### src/rtl/imm_gen_pkg.sv
// -----------------------------------------------------------------------------
// imm_gen_pkg
// Shared definitions for the decode-stage immediate generator:
//   - RV32I/RV64I major opcodes recognised by the decoder
//   - fmt_e : 3-bit immediate format code reported alongside the immediate
//   - sext12: 12-bit to 32-bit sign extension used by several formats
// -----------------------------------------------------------------------------
package imm_gen_pkg;

    // Major opcodes (inst[6:0])
    localparam logic [6:0] OPC_LOAD     = 7'b0000011;
    localparam logic [6:0] OPC_OP_IMM   = 7'b0010011;
    localparam logic [6:0] OPC_OP_IMM32 = 7'b0011011;
    localparam logic [6:0] OPC_JALR     = 7'b1100111;
    localparam logic [6:0] OPC_STORE    = 7'b0100011;
    localparam logic [6:0] OPC_BRANCH   = 7'b1100011;
    localparam logic [6:0] OPC_LUI      = 7'b0110111;
    localparam logic [6:0] OPC_AUIPC    = 7'b0010111;
    localparam logic [6:0] OPC_JAL      = 7'b1101111;
    localparam logic [6:0] OPC_SYSTEM   = 7'b1110011;
    localparam logic [6:0] OPC_OP       = 7'b0110011;
    localparam logic [6:0] OPC_OP32     = 7'b0111011;

    // Immediate format reported with each decoded instruction.
    // FMT_R doubles as "no immediate" (R-type and illegal opcodes).
    typedef enum logic [2:0] {
        FMT_R  = 3'd0,
        FMT_I  = 3'd1,
        FMT_S  = 3'd2,
        FMT_B  = 3'd3,
        FMT_U  = 3'd4,
        FMT_J  = 3'd5,
        FMT_SH = 3'd6,
        FMT_Z  = 3'd7
    } fmt_e;

    // Sign-extend a 12-bit field to 32 bits.
    function automatic logic [31:0] sext12(input logic [11:0] v);
        return {{20{v[11]}}, v};
    endfunction

endpackage : imm_gen_pkg

### src/rtl/imm_decode_comb.sv
// -----------------------------------------------------------------------------
// imm_decode_comb
// Pure combinational immediate decode: instruction word -> immediate, format
// code and illegal-opcode flag.
//
// Parameters:
//   XLEN       : 32 or 64, width of the produced immediate
//   SHAMT_ZEXT : 1 = OP-IMM/OP-IMM-32 shifts yield a zero-extended shamt
//
// Ports:
//   i_inst    in   32    instruction word
//   o_imm     out  XLEN  sign- or zero-extended immediate
//   o_fmt     out  3     format code (fmt_e)
//   o_illegal out  1     opcode not in the supported set
// -----------------------------------------------------------------------------
module imm_decode_comb
    import imm_gen_pkg::*;
#(
    parameter int XLEN       = 64,
    parameter bit SHAMT_ZEXT = 1'b1
) (
    input  logic [31:0]     i_inst,
    output logic [XLEN-1:0] o_imm,
    output fmt_e            o_fmt,
    output logic            o_illegal
);

    logic [6:0]        w_opc;
    logic [2:0]        w_funct3;
    // Every immediate fits in 32 bits. Zero-extended formats keep bit 31
    // clear, so a single signed widening below serves both extension kinds.
    logic signed [31:0] w_imm32;

    assign w_opc    = i_inst[6:0];
    assign w_funct3 = i_inst[14:12];

    always_comb begin
        w_imm32   = '0;
        o_fmt     = FMT_R;
        o_illegal = 1'b0;

        case (w_opc)
            OPC_LOAD, OPC_JALR: begin
                o_fmt   = FMT_I;
                w_imm32 = sext12(i_inst[31:20]);
            end

            OPC_OP_IMM, OPC_OP_IMM32: begin
                // funct3 001 (SLLI) and 101 (SRLI/SRAI) are the only OP-IMM
                // encodings whose low funct3 bits are 01. inst[30] (the
                // arithmetic select) is deliberately left out of the shamt.
                if (SHAMT_ZEXT && (w_funct3[1:0] == 2'b01)) begin
                    o_fmt = FMT_SH;
                    if ((XLEN == 64) && (w_opc == OPC_OP_IMM)) begin
                        w_imm32 = {26'b0, i_inst[25:20]};
                    end else begin
                        w_imm32 = {27'b0, i_inst[24:20]};
                    end
                end else begin
                    o_fmt   = FMT_I;
                    w_imm32 = sext12(i_inst[31:20]);
                end
            end

            OPC_STORE: begin
                o_fmt   = FMT_S;
                w_imm32 = sext12({i_inst[31:25], i_inst[11:7]});
            end

            OPC_BRANCH: begin
                o_fmt   = FMT_B;
                w_imm32 = {{19{i_inst[31]}}, i_inst[31], i_inst[7],
                           i_inst[30:25], i_inst[11:8], 1'b0};
            end

            OPC_LUI, OPC_AUIPC: begin
                o_fmt   = FMT_U;
                w_imm32 = {i_inst[31:12], 12'b0};
            end

            OPC_JAL: begin
                o_fmt   = FMT_J;
                w_imm32 = {{11{i_inst[31]}}, i_inst[31], i_inst[19:12],
                           i_inst[20], i_inst[30:21], 1'b0};
            end

            OPC_SYSTEM: begin
                // funct3[2] selects the CSR*I forms carrying a 5-bit zimm
                // in the rs1 field; the other forms carry the CSR address.
                o_fmt = FMT_Z;
                if (w_funct3[2]) begin
                    w_imm32 = {27'b0, i_inst[19:15]};
                end else begin
                    w_imm32 = sext12(i_inst[31:20]);
                end
            end

            OPC_OP, OPC_OP32: begin
                o_fmt   = FMT_R;
                w_imm32 = '0;
            end

            default: begin
                o_fmt     = FMT_R;
                w_imm32   = '0;
                o_illegal = 1'b1;
            end
        endcase
    end

    // Signed widening: sign-extends to 64 bits, identity for XLEN=32.
    assign o_imm = XLEN'(w_imm32);

endmodule : imm_decode_comb

### src/rtl/imm_gen_pipe.sv
// -----------------------------------------------------------------------------
// imm_gen_pipe
// Pipelined immediate generator for the decode stage. The instruction is
// decoded combinationally on the way in and the result is captured into a
// two-entry skid buffer (output register + skid register) with valid/ready
// handshakes on both sides.
//
// Handshake: a transfer happens on a rising edge where valid and ready are
// both 1 on that interface; valid never depends on ready, and once
// out_valid is raised the output payload holds until out_ready is seen.
//
// Parameters:
//   XLEN       : 32 or 64
//   SHAMT_ZEXT : 1 = shifts report a zero-extended shamt (FMT_SH)
//
// Ports:
//   clk          in   1     clock, rising edge
//   reset_n      in   1     asynchronous active-low reset
//   flush        in   1     synchronous, drops all buffered entries
//   in_valid     in   1     upstream has an instruction
//   in_ready     out  1     block can accept this cycle (registered)
//   in_inst      in   32    instruction word
//   out_valid    out  1     out_imm/out_fmt/out_illegal are valid
//   out_ready    in   1     downstream consumes this cycle
//   out_imm      out  XLEN  decoded immediate
//   out_fmt      out  3     format code (fmt_e)
//   out_illegal  out  1     opcode not in the supported set
// -----------------------------------------------------------------------------
module imm_gen_pipe
    import imm_gen_pkg::*;
#(
    parameter int XLEN       = 64,
    parameter bit SHAMT_ZEXT = 1'b1
) (
    input  logic            clk,
    input  logic            reset_n,
    input  logic            flush,
    input  logic            in_valid,
    output logic            in_ready,
    input  logic [31:0]     in_inst,
    output logic            out_valid,
    input  logic            out_ready,
    output logic [XLEN-1:0] out_imm,
    output logic [2:0]      out_fmt,
    output logic            out_illegal
);

    // Decoder result for the instruction currently on in_inst
    logic [XLEN-1:0] w_dec_imm;
    fmt_e            w_dec_fmt;
    logic            w_dec_illegal;

    // Entry 0: output register
    logic            r_valid0;
    logic [XLEN-1:0] r_imm0;
    fmt_e            r_fmt0;
    logic            r_illegal0;

    // Entry 1: skid register
    logic            r_valid1;
    logic [XLEN-1:0] r_imm1;
    fmt_e            r_fmt1;
    logic            r_illegal1;

    // Handshake and next-state controls
    logic w_accept;
    logic w_consume;
    logic w_valid0_nxt;
    logic w_valid1_nxt;
    logic w_ld0_new;     // entry 0 <- decoder
    logic w_ld0_skid;    // entry 0 <- entry 1
    logic w_ld1_new;     // entry 1 <- decoder

    imm_decode_comb #(
        .XLEN       (XLEN),
        .SHAMT_ZEXT (SHAMT_ZEXT)
    ) u_decode (
        .i_inst    (in_inst),
        .o_imm     (w_dec_imm),
        .o_fmt     (w_dec_fmt),
        .o_illegal (w_dec_illegal)
    );

    // in_ready is simply "skid empty". r_valid1 is a flop, so there is no
    // combinational path from out_ready to in_ready.
    assign in_ready  = ~r_valid1;
    assign out_valid = r_valid0;

    assign w_accept  = in_valid & in_ready;
    assign w_consume = r_valid0 & out_ready;

    always_comb begin
        w_valid0_nxt = r_valid0;
        w_valid1_nxt = r_valid1;
        w_ld0_new    = 1'b0;
        w_ld0_skid   = 1'b0;
        w_ld1_new    = 1'b0;

        if (flush) begin
            // Flush wins over accept and consume; the input is dropped.
            w_valid0_nxt = 1'b0;
            w_valid1_nxt = 1'b0;
        end else if (w_consume) begin
            if (r_valid1) begin
                // Skid full implies in_ready=0, so no accept can coincide.
                w_ld0_skid   = 1'b1;
                w_valid1_nxt = 1'b0;
            end else if (w_accept) begin
                w_ld0_new    = 1'b1;
            end else begin
                w_valid0_nxt = 1'b0;
            end
        end else if (w_accept) begin
            if (!r_valid0) begin
                w_ld0_new    = 1'b1;
                w_valid0_nxt = 1'b1;
            end else begin
                // Entry 0 is being held by the consumer: park in the skid.
                w_ld1_new    = 1'b1;
                w_valid1_nxt = 1'b1;
            end
        end
    end

    always_ff @(posedge clk or negedge reset_n) begin
        if (!reset_n) begin
            r_valid0 <= 1'b0;
            r_valid1 <= 1'b0;
        end else begin
            r_valid0 <= w_valid0_nxt;
            r_valid1 <= w_valid1_nxt;
        end
    end

    // Entry 0 payload only moves when it is empty or being consumed, so the
    // outputs stay stable while out_valid=1 and out_ready=0.
    always_ff @(posedge clk or negedge reset_n) begin
        if (!reset_n) begin
            r_imm0     <= '0;
            r_fmt0     <= FMT_R;
            r_illegal0 <= 1'b0;
        end else if (w_ld0_new) begin
            r_imm0     <= w_dec_imm;
            r_fmt0     <= w_dec_fmt;
            r_illegal0 <= w_dec_illegal;
        end else if (w_ld0_skid) begin
            r_imm0     <= r_imm1;
            r_fmt0     <= r_fmt1;
            r_illegal0 <= r_illegal1;
        end
    end

    always_ff @(posedge clk or negedge reset_n) begin
        if (!reset_n) begin
            r_imm1     <= '0;
            r_fmt1     <= FMT_R;
            r_illegal1 <= 1'b0;
        end else if (w_ld1_new) begin
            r_imm1     <= w_dec_imm;
            r_fmt1     <= w_dec_fmt;
            r_illegal1 <= w_dec_illegal;
        end
    end

    assign out_imm     = r_imm0;
    assign out_fmt     = r_fmt0;
    assign out_illegal = r_illegal0;

endmodule : imm_gen_pipe

### config.mk
export PLATFORM = sky130hd
export DESIGN_NAME = imm_gen_pipe
export DESIGN_NICKNAME = d
export VERILOG_FILES = /design/src/rtl/imm_gen_pkg.sv /design/src/rtl/imm_decode_comb.sv /design/src/rtl/imm_gen_pipe.sv
export SDC_FILE = /design/constraint.sdc
export NUM_CORES = 1
export LEC_CHECK = 0
export BUFFER_PORTS_ARGS = -buffer_cell sky130_fd_sc_hd__buf_4
export CAP_MARGIN = 20
export CORE_ASPECT_RATIO = 1.4
export CORE_MARGIN = 3
export CORE_UTILIZATION = 31
export DETAILED_ROUTE_END_ITERATION = 12
export SYNTH_ARGS = -nofsm -noshare
export SYNTH_HDL_FRONTEND = slang
export SYNTH_HIERARCHICAL = 1
export SYNTH_SLANG_ARGS = --single-unit
### constraint.sdc
create_clock -name clk -period 2.4 [get_ports clk]
set_clock_uncertainty 0.05 [all_clocks]
set_input_delay 0.24 -clock clk [delete_from_list [all_inputs] [get_ports clk]]
set_output_delay 0.24 -clock clk [all_outputs]
set_load 0.005 [all_outputs]
==> summary.txt, run 1 <==
Outcome
  – Status: complete, no violations

Floorplan
  – I/O Pins: between 100 and 150
  – Die Ht: approximately 180 µm
  – Core area: ~21000 µm²
  – Initial Util: 0.319
  – Die width: roughly 130 µm
  – Placement row count: 62
  – Die area: about 23000 µm²

Clock tree
  – Clk_lat worst skew: 0.41 ns
  – Clock Tree Buf Depth: 2
  – Clk sinks: between 100 and 150
  – Root Buffer: clkbuf_16
  – Clock transition at the registers of the reported paths: ~0.060 ns
  – Post CTS Setup Buffer Count: 0
  – H-tree Lvls: 4
  – CTS tree: yes
  – CTS buffer count: 17
  – Post_cts resized: 0

Worst setup path
  – CP max FO: 66
  – R2R Setup Slk: between 0.3 and 0.4 ns
  – Crit path DAT: ~2.4 ns
  – Worst path slowest cell: buf_4
  – FF-to-FF Start: r_valid1
  – Crit path buffers/inverters: 3
  – Crit path cell chain: dlygate4sd3_1 > buf_4 > and4b_2 > a21oi_4 > buf_4 > a221o_1
  – Worst setup path start: flush
  – Cell mode on critical path: buf_4
  – Cell depth of the worst setup path: 6
  – Worst Setup End Kind: flop
  – Max incr delay on CP: roughly 0.64 ns
  – CP required: 2.69 ns
  – RR Endpoint: out_imm[11]
  – Worst Reg-to-Reg Cells: 4
  – Worst setup SP type: input pin
  – Setup CP Type: input pin to flop
  – Top delay family on crit path: buffers and inverters
  – End point of the critical path: out_imm[11]

Yosys
  – Main flop type after synthesis: dfrtp_1
  – Seq/Total Area, Yosys: 0.522
  – Mean Syn Cell Area: ~12 µm²
  – Mapped Area: between 6000 and 7000 µm²
  – Ys async rst share: 1.00
  – Synth area leader: dfrtp_1
  – Cells after synthesis: 540
  – Syn nets: just under 600
  – Synth top area cells: dfrtp_1, mux2_2, a221o_1
  – Post-synthesis cell type count: 57
  – Synthesis warning total: 6
  – FF+latch count, synth: between 100 and 150
  – Post-synth top area share: 0.522
  – Post-synth EDFFs: 0

GRT
  – Antenna violations before repair: 0
  – First-pass GRT wire length: 26.8 mm
  – All-Layer GR Usage: 0.147
  – Global route total overflow: 0
  – Pin count of the biggest net entering global routing: 70
  – Vias in the first global route: 4917

Timing
  – Period minus WS final: around 2.1 ns
  – Achievable clock frequency: 470 MHz
  – Slew Limit Fails: 0
  – RSZ-0062 raised after global routing: false
  – Worst-Margin Slew: between 0.8 and 0.9 ns
  – Setup violators final: 0
  – Final Hold Viols: 0
  – Final critical-path share of the clock period: 0.887
  – Final setup TNS: 0 ns
  – Slew headroom: 0.467

Final layout
  – Final #Nets: 647
  – Util after Layout: 0.388
  – Commonest non-fill, non-tap cells in the layout: dfrtp_1, buf_4, mux2_2, a221o_1, and2_1
  – Most common cell after layout, fill and taps aside: dfrtp_1
  – N_diodes: 0
  – Number of fill cells: 1956
  – Layout cells sized above 1: 0.373
  – Area grow syn2layout: 21.7%

Hold path
  – Hold_sp: in_valid
  – Hold crit path type: input pin to flop
  – Worst hold path stage count: 3

Pwr
  – VDD IR max: approximately 470 µV
  – Switching share of power: 0.231
  – P per Cell Area: between 600 and 700 nW/µm²
  – P_leak: 0.00410 µW
  – Sequential power share: 0.449
  – Sw power: around 1200 µW
  – Power Internal: 4150 µW
  – Combinational share of power: 0.076
  – Clock power share: 0.474

Routing
  – DRT iter0 DRCs: 428
  – Vias per inst: approximately 5.3
  – Post-Route WL: 16.7 mm
  – Pre-antenna DRT Iters: 7
  – Via count: between 4000 and 5000
  – DRC: 0
  – WL/cell: between 15 and 20 µm
  – Post-route ant nets: 0

Placement
  – IO Port Bufs: 106
  – DPL Wire Length: 10.8 mm
  – GP Congestion: ~0.95

Run
  – Max-cap violations: 0
==> sequential cells by signal, indices dropped and copies added (netlist names) <==
signal / flops
out_illegal: 1
r_imm1: 64
r_fmt1: 3
out_imm: 64
out_fmt: 3
out_valid: 1
r_valid1: 1
r_illegal1: 1
==> worst register-to-register path, cell delays in order, from the launching register on <==
cell	delay, ns
dfrtp_1	0.43
and4b_2	0.42
a21oi_4	0.16
buf_4	0.64
a221o_1	0.32
==> worst min path at each step <==
stage,endpoint
after floorplan,out_fmt[0]
after global placement,out_imm[7]
after detailed placement,r_imm1[7]
after CTS,r_valid1
after global routing,out_valid
final,r_valid1
==> logic make-up after synthesis <==
family / count (synthesis) / synth area share
AO/OA/AOI/OAI: 125 / 0.162
flip-flops: 138 / 0.522
buffers and inverters: 80 / 0.0746
multiplexers: 72 / 0.123
AND/OR/NAND/NOR: 125 / 0.118
==> synth_stat cells (4+ instances only) <==
| cell | number |
|---|---|
| a221o_1 | 66 |
| buf_4 | 36 |
| a22oi_1 | 4 |
| and2_1 | 48 |
| a21oi_1 | 14 |
| nand2_1 | 10 |
| a21o_1 | 11 |
| dfrtp_1 | 138 |
| mux2_2 | 70 |
| inv_1 | 11 |
| o21ai_0 | 12 |
| clkbuf_1 | 12 |
| buf_2 | 16 |
| and2_0 | 24 |
| buf_6 | 5 |
| nand2b_1 | 4 |
| nor2_1 | 7 |
==> metal layers <==
metal | GRT usage | share of wire | vias to the layer above | wire, µm
met4 | 0.0416 | 0.015 | 0 | 245
met1 | 0.184 | 0.41 | 2424 | 6850
met2 | 0.248 | 0.51 | 125 | 8510
met3 | 0.0429 | 0.063 | 17 | 1050
met5 | 0 | 0 | - | 0
li1 | - | - | 2095 | -
==> metrics by stage <==
stage | hold WS, ns | area [µm²] | total power [µW] | cells | setup slack, ns
3_3_place_gp | 0.239 | 7440 | 2870 | 844 | 0.268
5_1_grt | 0.142 | 8050 | 5630 | 878 | 0.156
4_1_cts | 0.124 | 8050 | 5490 | 878 | 0.287
6_report | 0.140 | 8050 | 5400 | 878 | 0.272
2_1_floorplan | -0.106 | 6610 | 2650 | 540 | 0.238
3_5_place_dp | 0.251 | 7440 | 2880 | 844 | 0.179
==> repair_timing <==
item,in CTS,in global routing
hold buffers,3,0
hold endpoints to repair,69,0
setup endpoints to repair,0,0
==> power by group through the flow <==
stage	Clock (µW)	Sequential (µW)	Combinational, µW
floorplan	0	2460	190
global placement	0	2460	404
detailed placement	0	2470	413
CTS	2650	2430	419
global route	2740	2430	453
finish	2560	2430	411
==> layout make-up <==
type | instances | area, µm² | area share
Timing Repair Buffer | 120 | 962 | 0.120
Multi-Input combinational cell | 322 | 2690 | 0.334
Sequential cell | 138 | 3450 | 0.429
Inverter | 11 | 41.3 | 0.00513
Clock inverter | 10 | 119 | 0.0148
Clock buffer | 21 | 460 | 0.0572
Tap cell | 256 | 320 | 0.0398
Note: power is estimated with default switching activity, not from simulation.
==> inputs of run 2 (changes only) <==
--- a/config.mk
+++ b/config.mk
@@ -9,7 +9,7 @@
 export CAP_MARGIN = 20
 export CORE_ASPECT_RATIO = 1.4
 export CORE_MARGIN = 3
-export CORE_UTILIZATION = 31
+export CORE_UTILIZATION = 40
 export DETAILED_ROUTE_END_ITERATION = 12
 export SYNTH_ARGS = -nofsm -noshare
 export SYNTH_HDL_FRONTEND = slang
==> run 2 against run 1 <==
Against the previous run: total power grew 6.8%; largest power group unchanged; worst hold slack lost 0.025 ns; register-to-register slack gained 0.19 ns.
==> summary.txt, run 2 (same netlist as run 1, synthesis figures left out) <==
Outcome
  – Status: complete, no violations

Worst setup path
  – CP max FO: 66
  – Worst path slowest cell: and4b_2
  – Top delay family on crit path: buffers and inverters
  – Setup CP Type: input pin to flop
  – RR Endpoint: out_imm[28]
  – Worst Reg-to-Reg Cells: 4
  – Max incr delay on CP: approximately 0.64 ns
  – R2R Setup Slk: approximately 0.50 ns
  – CP required: around 2.7 ns
  – Crit path cell chain: dlygate4sd3_1 > buf_4 > and4b_2 > a21oi_4 > buf_12 > a221o_1
  – Crit path buffers/inverters: 3
  – Worst Setup End Kind: flop
  – FF-to-FF Start: out_valid
  – Crit path DAT: approximately 2.3 ns
  – Worst setup SP type: input pin

Final layout
  – Layout cells sized above 1: 0.379
  – Final #Nets: 652
  – Most common cell after layout, fill and taps aside: dfrtp_1
  – Area grow syn2layout: 22.5%
  – N_diodes: 0
  – Commonest non-fill, non-tap cells in the layout: dfrtp_1, buf_4, mux2_2, a221o_1, and2_1

Routing
  – WL/cell: just under 20 µm
  – DRT iter0 DRCs: around 250
  – Post-route ant nets: 0
  – Post-Route WL: around 16 mm
  – Via count: around 4600
  – Vias per inst: roughly 5.6
  – Pre-antenna DRT Iters: 6
  – DRC: 0

Pwr
  – P per Cell Area: approximately 710 nW/µm²
  – VDD IR max: 486 µV
  – P_leak: ~0.0042 µW
  – Tot Pwr: 5770 µW

Placement
  – GP Congestion: approximately 0.89
  – IO Port Bufs: ~110
  – DPL Wire Length: between 10 and 15 mm

GRT
  – First-pass GRT wire length: 26.1 mm
  – GR Layer Usage met3: 0.0509
  – GR peak layer: met2
  – Vias in the first global route: between 4000 and 5000
  – Pin count of the biggest net entering global routing: 69
  – Global route total overflow: 0
  – Met2 Use GR: 0.291
  – Antenna violations before repair: 0
  – All-Layer GR Usage: 0.185
  – M1 GR Usage: 0.246

Floorplan
  – Die Ht: roughly 160 µm
  – I/O Pins: between 100 and 150
  – Initial Util: 0.409
  – Die area: around 18000 µm²
  – Core area: about 16000 µm²
  – Placement row count: 55
  – Die width: about 110 µm

Clock tree
  – CTS buffer count: 17
  – Post_cts resized: 0
  – Clk_lat worst skew: 0.42 ns
  – CTS tree: yes
  – Clock Tree Buf Depth: 2
  – Root Buffer: clkbuf_16
  – Clk sinks: 138
  – Clock transition at the registers of the reported paths: about 0.060 ns
  – H-tree Lvls: 4

Hold path
  – Hold crit path type: input pin to flop
  – Hold_sp: in_valid
  – Hold EP: r_valid1
  – Worst hold path stage count: 3

Timing
  – Slew headroom: 0.584
  – Period minus WS final: roughly 2.0 ns
  – Worst-Margin Slew: between 0.6 and 0.7 ns
  – Setup violators final: 0
  – Slew Limit Fails: 0
  – Achievable clock frequency: between 400 and 500 MHz
  – Final critical-path share of the clock period: 0.836
  – Final Hold Viols: 0
  – RSZ-0062 raised after global routing: false
  – Final setup TNS: 0 ns

Run
  – Max-cap violations: 0
[run 2: worst max path at each step]
stage	startpoint	to	slack, ns	cells past startpoint
2_1_floorplan	in_inst[5]	r_imm1[32]	0.24	7
3_3_place_gp	in_inst[4]	out_imm[59]	0.25	7
3_5_place_dp	in_inst[4]	out_imm[59]	0.22	7
4_1_cts	flush	out_imm[28]	0.42	6
5_1_grt	flush	out_imm[15]	0.29	6
6_report	flush	out_imm[28]	0.39	6
[run 2: final cells by class]
class | count | area, µm²
clock buffers | 22 | 474
clock inverters | 10 | 188
fillers | 1428 | 8070
inverters | 11 | 41.3
multi-input cells | 322 | 2690
flip-flops and latches | 138 | 3450
well taps | 199 | 249
repair buffers | 125 | 1010
[run 2: report_power, final]
| part | switching [µW] | total, µW | internal (µW) |
|---|---|---|---|
| sequential | 36.6 | 2430 | 2390 |
| combinational | 229 | 412 | 183 |
| clock | 996 | 2930 | 1930 |
| total | 1260 | 5770 | 4500 |
[run 2: routing by layer]
layer	up-vias	share of wire
li1	2115	-
met4	0	0.017
met5	-	0
met3	22	0.057
met2	125	0.49
met1	2360	0.44
[run 2: worst min-delay path, delay by kind of cell]
family | cells | cell delay [ns]
buffers and inverters | 1 | 0.12
AO/OA/AOI/OAI | 2 | 0.19
[run 2: per-stage QoR]
step                setup slack [ns]   util  std cells  area [µm²]  hold WS, ns
floorplan                      0.238      -        540        6610       -0.106
global placement               0.247  0.458        792        7410        0.226
detailed placement             0.217  0.458        792        7410        0.236
CTS                            0.422  0.501        827        8100       0.0947
global route                   0.292  0.501        827        8100        0.108
finish                         0.394  0.501        827        8100        0.115
[run 2: what timing repair did]
action                     4_1_cts  5_1_grt
setup buffers                    0        0
hold endpoints to repair        65        0
hold buffers                     3        0
setup endpoints to repair        0        0
==> inputs of run 3 (changes only) <==
==> constraint.sdc (replaced) <==
create_clock -name clk -period 1.9 [get_ports clk]
set_clock_uncertainty 0.05 [all_clocks]
set_input_delay 0.19 -clock clk [delete_from_list [all_inputs] [get_ports clk]]
set_output_delay 0.19 -clock clk [all_outputs]
set_load 0.005 [all_outputs]
==> run 3 against run 2 <==
Against the previous run: total power up 21%; critical path depth down 2; wire length up 4.1%; critical path type is now flop to flop; global-route usage up 0.69 points; count of clock-buffer cells in the layout down 4.
==> summary.txt, run 3 (same netlist as run 1, synthesis figures left out) <==
Floorplan
  – I/O Pins: about 110
  – Die Ht: about 160 µm
  – Core area: 16200 µm²
  – Die width: ~110 µm
  – Placement row count: 55
  – Die area: ~18000 µm²
  – Initial Util: 0.409

Worst setup path
  – Worst setup SP type: flop
  – CP required: ~2.1 ns
  – FF-to-FF Start: out_valid
  – CP max FO: 46
  – RR Endpoint: out_imm[24]
  – R2R Setup Slk: roughly 0.16 ns
  – Worst Reg-to-Reg Cells: 4
  – Setup CP Type: flop to flop
  – Crit path cell chain: nor2b_1 > nor3_4 > buf_12 > a221o_1
  – Top delay family on crit path: simple AND/OR/NAND/NOR gates
  – Worst path slowest cell: dfrtp_1
  – Worst Setup End Kind: flop
  – Max incr delay on CP: approximately 0.44 ns
  – Crit path buffers/inverters: 1
  – Crit path DAT: around 2.0 ns

Timing
  – Achievable clock frequency: between 500 and 600 MHz
  – Period minus WS final: ~1.7 ns
  – RSZ-0062 raised after global routing: false
  – Slew Limit Fails: 0
  – Worst-Margin Slew: 0.735 ns
  – Final Hold Viols: 0
  – Slew headroom: 0.506
  – Final critical-path share of the clock period: 0.916
  – Setup violators final: 0

Routing
  – Post-route ant nets: 0
  – WL/cell: between 15 and 20 µm
  – Vias per inst: approximately 5.5
  – Pre-antenna DRT Iters: 4
  – Via count: 4726
  – DRT iter0 DRCs: between 200 and 250
  – DRC: 0
  – Post-Route WL: 17.0 mm

Placement
  – DPL Wire Length: around 12 mm
  – IO Port Bufs: ~110
  – Area post-placement: between 7000 and 8000 µm²
  – GP Congestion: about 0.92

Final layout
  – Final #Nets: around 690
  – Area grow syn2layout: 26.5%
  – Commonest non-fill, non-tap cells in the layout: buf_4, dfrtp_1, mux2_2, a221o_1, and2_1
  – N_diodes: 0
  – Most common cell after layout, fill and taps aside: buf_4
  – Util after Layout: 0.517
  – Layout cells sized above 1: 0.414
  – Fin area: approximately 8400 µm²

Hold path
  – Worst hold path stage count: 3
  – Hold crit path type: input pin to flop
  – Hold EP: r_valid1
  – Hold_sp: in_valid

Pwr
  – P per Cell Area: around 830 nW/µm²
  – Tot Pwr: approximately 7000 µW
  – VDD IR max: 466 µV
  – P_leak: between 0.004 and 0.005 µW

GRT
  – All-Layer GR Usage: 0.192
  – Vias in the first global route: about 5100
  – First-pass GRT wire length: around 27 mm
  – Pin count of the biggest net entering global routing: 53
  – Antenna violations before repair: 0
  – Global route total overflow: 0

Run
  – Max-cap violations: 0

Clock tree
  – Clock Tree Buf Depth: 2
  – Clk_lat worst skew: approximately 0.41 ns
  – CTS tree: yes
  – Clk sinks: about 140
  – Root Buffer: clkbuf_16
  – H-tree Lvls: 4
  – CTS buffer count: 17
  – Clock transition at the registers of the reported paths: 0.06 ns
  – Post CTS Setup Buffer Count: 0

Outcome
  – Status: complete, no violations
run 3: how the worst max path moves through the flow:
stage / startpoint / end / slack (ns) / cells past startpoint
6_report: out_valid / out_imm[24] / 0.16 / 4
4_1_cts: flush / out_imm[21] / 0.07 / 6
3_3_place_gp: in_inst[6] / out_imm[39] / -0.11 / 7
3_5_place_dp: in_inst[2] / out_imm[40] / -0.12 / 7
5_1_grt: out_valid / out_imm[20] / 0.05 / 4
2_1_floorplan: in_inst[5] / r_imm1[32] / -0.16 / 7
run 3: what timing repair did:
action,in CTS,in global routing
hold buffers,3,0
hold endpoints to repair,41,0
setup endpoints to repair,0,3
resized for setup,0,1
run 3: report_power, final:
part | internal, µW | leakage (µW) | switching, µW
Combinational | 270 | 0.00213 | 302
Sequential | 3020 | 0.00191 | 48.7
Clock | 2080 | 0.000297 | 1260
Total | 5370 | 0.00434 | 1620
run 3: layer usage:
layer	wire, µm	GRT usage	vias up
met3	973	0.0501	18
met1	6890	0.238	2428
met5	0	0	-
met2	8850	0.327	110
met4	257	0.0600	0
li1	-	-	2170
run 3: worst register-to-register path: stages (launching register included):
cell and delay (ns):
dfrtp_1 0.44, nor2b_1 0.37, nor3_4 0.14, buf_12 0.22, a221o_1 0.40
run 3: cell type report:
class	instances	area, µm²
multi-input cells	322	2710
clock inverters	13	169
fillers	1427	7800
inverters	11	41.3
well taps	199	249
clock buffers	18	429
flip-flops and latches	138	3450
repair buffers	158	1310
run 3: through the flow:
stage               hold slack (ns)  std cells  setup slack, ns  TNS (ns)
global route                  0.103        859           0.0502         0
detailed placement           0.0996        825           -0.122     -6.92
finish                        0.107        859            0.159         0
CTS                          0.0870        859           0.0684         0
global placement             0.0934        825           -0.108     -5.91
floorplan                    -0.156        540           -0.156     -9.98
